<file path="src/rtl/fetch_pkg.sv">
// Shared constants and payload types for the instruction fetch unit.
package fetch_pkg;

    localparam int unsigned XLEN       = 32;
    localparam int unsigned FIFO_DEPTH = 2;
    localparam int unsigned CNT_W      = $clog2(FIFO_DEPTH + 1);
    localparam int unsigned OCC_W      = CNT_W + 1;

    localparam logic [XLEN-1:0] RESET_PC_DEFAULT = 32'h0000_0000;
    localparam logic [XLEN-1:0] NOP              = 32'h0000_0013;

    typedef struct packed {
        logic [XLEN-1:0] inst;
        logic [XLEN-1:0] pc;
    } fetch_entry_t;

    // Fetch targets are always word aligned.
    function automatic logic [XLEN-1:0] align_word(input logic [XLEN-1:0] addr);
        return addr & ~XLEN'(3);
    endfunction

endpackage

</file>
<file path="src/rtl/fetch_fifo.sv">
// Two-entry shift buffer between imem responses and decode; slot 0 is always the head,
// so the decode-facing outputs come straight from flops and read as zero when empty.
module fetch_fifo
    import fetch_pkg::*;
(
    input  logic              clk,
    input  logic              rst,
    input  logic              push,
    input  fetch_entry_t      push_entry,
    input  logic              pop,
    input  logic              flush,
    output logic              head_valid,
    output fetch_entry_t      head_entry,
    output logic [CNT_W-1:0]  count
);

    fetch_entry_t slot0_q, slot1_q;
    logic         val0_q, val1_q;
    logic         pop_ok;

    assign pop_ok = pop && val0_q;

    always_ff @(posedge clk or posedge rst) begin
        if (rst) begin
            slot0_q <= '0;
            slot1_q <= '0;
            val0_q  <= 1'b0;
            val1_q  <= 1'b0;
        end else if (flush) begin
            slot0_q <= '0;
            slot1_q <= '0;
            val0_q  <= 1'b0;
            val1_q  <= 1'b0;
        end else begin
            case ({pop_ok, push})
                2'b11: begin
                    if (val1_q) begin
                        slot0_q <= slot1_q;
                        slot1_q <= push_entry;
                    end else begin
                        slot0_q <= push_entry;
                    end
                end
                2'b10: begin
                    slot0_q <= slot1_q;
                    val0_q  <= val1_q;
                    slot1_q <= '0;
                    val1_q  <= 1'b0;
                end
                2'b01: begin
                    if (!val0_q) begin
                        slot0_q <= push_entry;
                        val0_q  <= 1'b1;
                    end else begin
                        slot1_q <= push_entry;
                        val1_q  <= 1'b1;
                    end
                end
                default: ;
            endcase
        end
    end

    assign head_valid = val0_q;
    assign head_entry = slot0_q;
    assign count      = CNT_W'(val0_q) + CNT_W'(val1_q);

endmodule

</file>
<file path="src/rtl/fetch_unit.sv">
// Instruction fetch: PC sequencing, one outstanding imem request, 2-entry decode buffer.
// Define FETCH_MISALIGN_CHK_EN to flag misaligned redirect targets and halt fetch until reset.
module fetch_unit
    import fetch_pkg::*;
#(
    parameter logic [31:0] RESET_PC = RESET_PC_DEFAULT
) (
    input  logic        clk,
    input  logic        rst,
    output logic        imem_req_valid,
    input  logic        imem_req_ready,
    output logic [31:0] imem_req_addr,
    input  logic        imem_rsp_valid,
    input  logic [31:0] imem_rsp_data,
    input  logic        redirect_valid,
    input  logic [31:0] redirect_pc,
    output logic        dec_valid,
    input  logic        dec_ready,
    output logic [31:0] dec_inst,
    output logic [31:0] dec_pc
`ifdef FETCH_MISALIGN_CHK_EN
    ,
    output logic        misalign
`endif
);

    logic [31:0]      pc_q;
    logic [31:0]      req_pc_q;
    logic             out_q;
    logic             drop_q;
    logic             halt;
    logic             accept;
    logic             pop;
    logic             push;
    logic [CNT_W-1:0] count;
    logic [OCC_W-1:0] occupancy;
    logic [OCC_W-1:0] limit;
    fetch_entry_t     push_entry;
    fetch_entry_t     head;

`ifdef FETCH_MISALIGN_CHK_EN
    logic misalign_q;

    // Sticky until reset: a bad target leaves no sane place to fetch from.
    always_ff @(posedge clk or posedge rst) begin
        if (rst) begin
            misalign_q <= 1'b0;
        end else if (redirect_valid && (redirect_pc[1:0] != 2'b00)) begin
            misalign_q <= 1'b1;
        end
    end

    assign halt     = misalign_q;
    assign misalign = misalign_q;
`else
    assign halt = 1'b0;
`endif

    // Gating includes this cycle's pop so a full-rate stream never bubbles.
    assign occupancy      = OCC_W'(count) + OCC_W'(out_q);
    assign limit          = OCC_W'(FIFO_DEPTH) + OCC_W'(pop);
    assign imem_req_valid = !rst && !halt && (occupancy < limit);
    assign imem_req_addr  = pc_q;
    assign accept         = imem_req_valid && imem_req_ready;
    assign pop            = dec_valid && dec_ready;

    // A response answers last cycle's accept; any redirect since then kills it.
    assign push       = imem_rsp_valid && out_q && !drop_q && !redirect_valid;
    assign push_entry = '{inst: imem_rsp_data, pc: req_pc_q};

    always_ff @(posedge clk or posedge rst) begin
        if (rst) begin
            pc_q     <= RESET_PC;
            req_pc_q <= '0;
            out_q    <= 1'b0;
            drop_q   <= 1'b0;
        end else begin
            out_q  <= accept;
            drop_q <= redirect_valid;
            if (accept) begin
                req_pc_q <= pc_q;
            end
            if (redirect_valid) begin
                pc_q <= align_word(redirect_pc);
            end else if (accept) begin
                pc_q <= pc_q + 32'd4;
            end
        end
    end

    fetch_fifo u_fifo (
        .clk        (clk),
        .rst        (rst),
        .push       (push),
        .push_entry (push_entry),
        .pop        (pop),
        .flush      (redirect_valid),
        .head_valid (dec_valid),
        .head_entry (head),
        .count      (count)
    );

    assign dec_inst = head.inst;
    assign dec_pc   = head.pc;

endmodule

</file>
<file path="config.mk">
export PLATFORM = sky130hd
export DESIGN_NAME = fetch_unit
export DESIGN_NICKNAME = d
export VERILOG_FILES = /design/src/rtl/fetch_pkg.sv /design/src/rtl/fetch_fifo.sv /design/src/rtl/fetch_unit.sv
export SDC_FILE = /design/constraint.sdc
export NUM_CORES = 1
export LEC_CHECK = 0
export ABC_AREA = 1
export CAP_MARGIN = 20
export CORE_ASPECT_RATIO = 1.4
export CORE_MARGIN = 4
export CORE_UTILIZATION = 38
export CTS_BUF_LIST = sky130_fd_sc_hd__clkbuf_16
export CTS_CLUSTER_SIZE = 20
export DETAILED_ROUTE_END_ITERATION = 12
export GPL_ROUTABILITY_DRIVEN = 0
export PLACE_DENSITY = 0.65
export SYNTH_ARGS = -nofsm -noshare
export SYNTH_HDL_FRONTEND = slang
export SYNTH_SLANG_ARGS = --single-unit
</file>
<file path="constraint.sdc">
create_clock -name clk -period 12.95 [get_ports clk]
set_input_delay 3.885 -clock clk [delete_from_list [all_inputs] [get_ports clk]]
set_output_delay 3.885 -clock clk [all_outputs]
set_load 0.02 [all_outputs]
</file>
==> flow_summary.json <==
{
  "port_buffers": 163,
  "cp_slowest_cell": "clkdlybuf4s50_1",
  "antenna_found_initial": 0,
  "grt_max_degree": 126,
  "cpMostUsedCell": "clkdlybuf4s50_1",
  "die_y_um": 193,
  "crit_buf_inv": 4,
  "drc": 0,
  "rows": 67,
  "tightest_slew_ns": 0.924,
  "htreeDepth": 4,
  "ff_latch_area_um2": 4750,
  "grt_pass1_wl_mm": 41.4,
  "drive_above_1_share": 0.0402,
  "synth_top_family_by_area": "simple AND/OR/NAND/NOR gates",
  "status": "completed",
  "worstSetupPathType": "in -> out",
  "peakVddDrop_mv": 0.0892,
  "ys_ff_latch": 190,
  "fin_setup_tns_ns": 0,
  "netlist_area_um2": 9310,
  "syn_inst": 1207,
  "clk_pin_slew_ns": 0.07,
  "multi_input_area_um2": 3710,
  "slowest_delay_ns": 0.59,
  "synth_compound_area_frac": 0.101,
  "setup_violations": 0,
  "synth_commonest_cells": "nand2_1, dfrtp_1, nand3_1, inv_1, o22ai_1",
  "netlist_top_cells_area": "dfrtp_1, nand2_1, nand3_1, inv_1, o22ai_1",
  "via_count": 8199,
  "dieArea_um2": 27100,
  "crit_start": "rst",
  "rsz0062_at_grt": "false",
  "wl_per_cell_um": 15.0,
  "insertion_delay_ns": 0.43,
  "grt-ovfl-total": 0,
  "synthFlopType": "dfrtp_1",
  "highest_layer": "met4",
  "hold_path_class": "reg -> reg",
  "post_cts_buffers": 0,
  "slew_headroom": 0.384,
  "crit_required_ns": 9.06,
  "synth_edf_count": 0,
  "dp_hpwl_mm": 15.6,
  "cts-root-to-sink-buffers": 2,
  "drt_iter0_drc": 436,
  "holdBufCountCts": 0,
  "rr_worst_depth": 12,
  "crit_end": "imem_req_valid",
  "fin_cells": 1652,
  "rr_startpoint": "out_q",
  "reg2reg_to": "u_fifo.head_entry[24]",
  "vias_per_cell": 4.96,
  "clock_skew_ns": 0.0101,
  "cp.arrival_ns": 5.58,
  "min_period_ns": 9.47,
  "crit_family": "buffers and inverters",
  "die_w_um": 140,
  "core_um2": 24100,
  "nFillCells": 2366,
  "cts_made_buffers": 17,
  "wl_met3_mm": 1.18,
  "path_max_fanout": 68,
  "cts.sinks": 190,
  "synth_xor_area_frac": 0.00188,
  "drtAntennaViolNets": 0,
  "cts_resized": 0,
  "num_io_pins": 168,
  "yosys.area.top_type": "dfrtp_1",
  "finalWirelength_mm": 24.8,
  "timing.critical_path.cells": "clkdlybuf4s50_1 > inv_8 > nand2_1 > inv_1 > clkdlybuf4s50_1",
  "yosysTopAreaCellShare": 0.511,
  "synth_fa_ha_area_frac": 0.00887,
  "gr-usage-all-layers": 0.188,
  "cp.depth": 5,
  "power.density_nw_per_um2": 129,
  "fmax_mhz": 106,
  "antenna_cells": 0,
  "cts_tree": "done",
  "critPathLaunchType": "input pin",
  "numPlacedInstances": 1621,
  "avgSynthCellArea_um2": 7.71,
  "nNetsFinal": 1407,
  "floorplan.initialDensity": 0.387,
  "ys_seq_area_frac": 0.511,
  "p_leak_nw": 5.55,
  "synthArstFlopShare": 1.00,
  "period_share": 0.731,
  "synth_simple_gate_area_frac": 0.285,
  "finalMaxSlewViolations": 0,
  "drtPass1Iterations": 5,
  "wl_met2_mm": 12.3,
  "reg2reg_slack_ns": 9.84,
  "root_buffer": "clkbuf_16",
  "hold_viol": 0,
  "yosysMostFrequentCell": "nand2_1",
  "muxShareOfSynthArea": 0,
  "met1_length_mm": 10.9,
  "yosysWarnings": 0,
  "synth_cell_types": 32,
  "cp-end-kind": "primary output",
  "drv_cap": 0,
  "area_delta_synth_final_pct": 24.9,
  "grt_pass1_vias": 8094
}
-- metrics by stage --
stage               total power [mW]  hold slack [ns]   util  cell area (um2)  worst slack, ns
global placement               0.997            0.461  0.459            11000             3.43
CTS                             1.51            0.483  0.482            11600             3.44
finish                          1.50            0.476  0.483            11600             3.48
floorplan                      0.879            0.460      -             9310            0.791
global route                    1.58            0.501  0.483            11600             3.33
detailed placement              1.00            0.464  0.459            11000             3.44
-- layout make-up --
class	count	share of cell area
inverters	125	0.0412
flip-flops and latches	190	0.409
repair buffers	174	0.149
clock inverters	13	0.0110
multi-input cells	823	0.320
clock buffers	17	0.0366
well taps	310	0.0334
-- state kept, by name (all words and copies together), names as in the netlist --
| signal | count |
|---|---|
| u_fifo.slot1_q | 63 |
| drop_q | 1 |
| imem_req_addr | 30 |
| u_fifo.head_entry | 63 |
| u_fifo.val1_q | 1 |
| u_fifo.head_valid | 1 |
| out_q | 1 |
| req_pc_q | 30 |
-- cell families after synthesis --
| kind of cell | Yosys count |
|---|---|
| other | 1 |
| AND/OR/NAND/NOR | 644 |
| XOR/XNOR | 2 |
| buffers and inverters | 195 |
| AO/OA/AOI/OAI | 169 |
| adder cells (fa/ha/maj) | 6 |
| flip-flops | 190 |
-- layout by cell type, fill, tap and decap left out, types with 3 or more instances in the layout --
| cell type | count |
|---|---|
| ha_1 | 5 |
| dfrtp_1 | 190 |
| nand2_1 | 458 |
| nor2_1 | 41 |
| clkinv_4 | 3 |
| o21ai_0 | 54 |
| buf_4 | 10 |
| o22ai_1 | 62 |
| nor2_2 | 3 |
| nand3_1 | 132 |
| clkdlybuf4s50_1 | 163 |
| clkbuf_16 | 17 |
| o21ai_1 | 47 |
| inv_1 | 125 |
-- power breakdown --
group | total, mW | internal [mW] | switching (mW)
Combinational | 0.287 | 0.123 | 0.163
Sequential | 0.703 | 0.657 | 0.0463
Clock | 0.505 | 0.280 | 0.225
Total | 1.50 | 1.06 | 0.434
-- tightest hold or removal path: cells and delay by family (launching register included) --
family	cells	cell delay, ns
flops	1	0.34
simple gates	2	0.10
-- worst min path at each step --
stage,to,cells past startpoint,slack [ns],start
after global routing,u_fifo.head_entry[38],2,0.50,u_fifo.head_entry[38]
after floorplan,u_fifo.slot1_q[1],2,0.46,u_fifo.slot1_q[1]
after detailed placement,u_fifo.head_entry[38],2,0.46,u_fifo.head_entry[38]
after CTS,u_fifo.head_entry[63],2,0.48,u_fifo.head_entry[63]
after global placement,u_fifo.head_entry[62],2,0.46,u_fifo.head_entry[62]
final,u_fifo.head_entry[51],2,0.48,u_fifo.head_entry[51]
-- per-layer routing --
layer	vias to the layer above	track usage
met2	242	0.321
met1	3838	0.247
met3	23	0.0294
met4	0	0.0611
li1	4096	-
met5	-	0
Power figures use the tool's default switching activity.
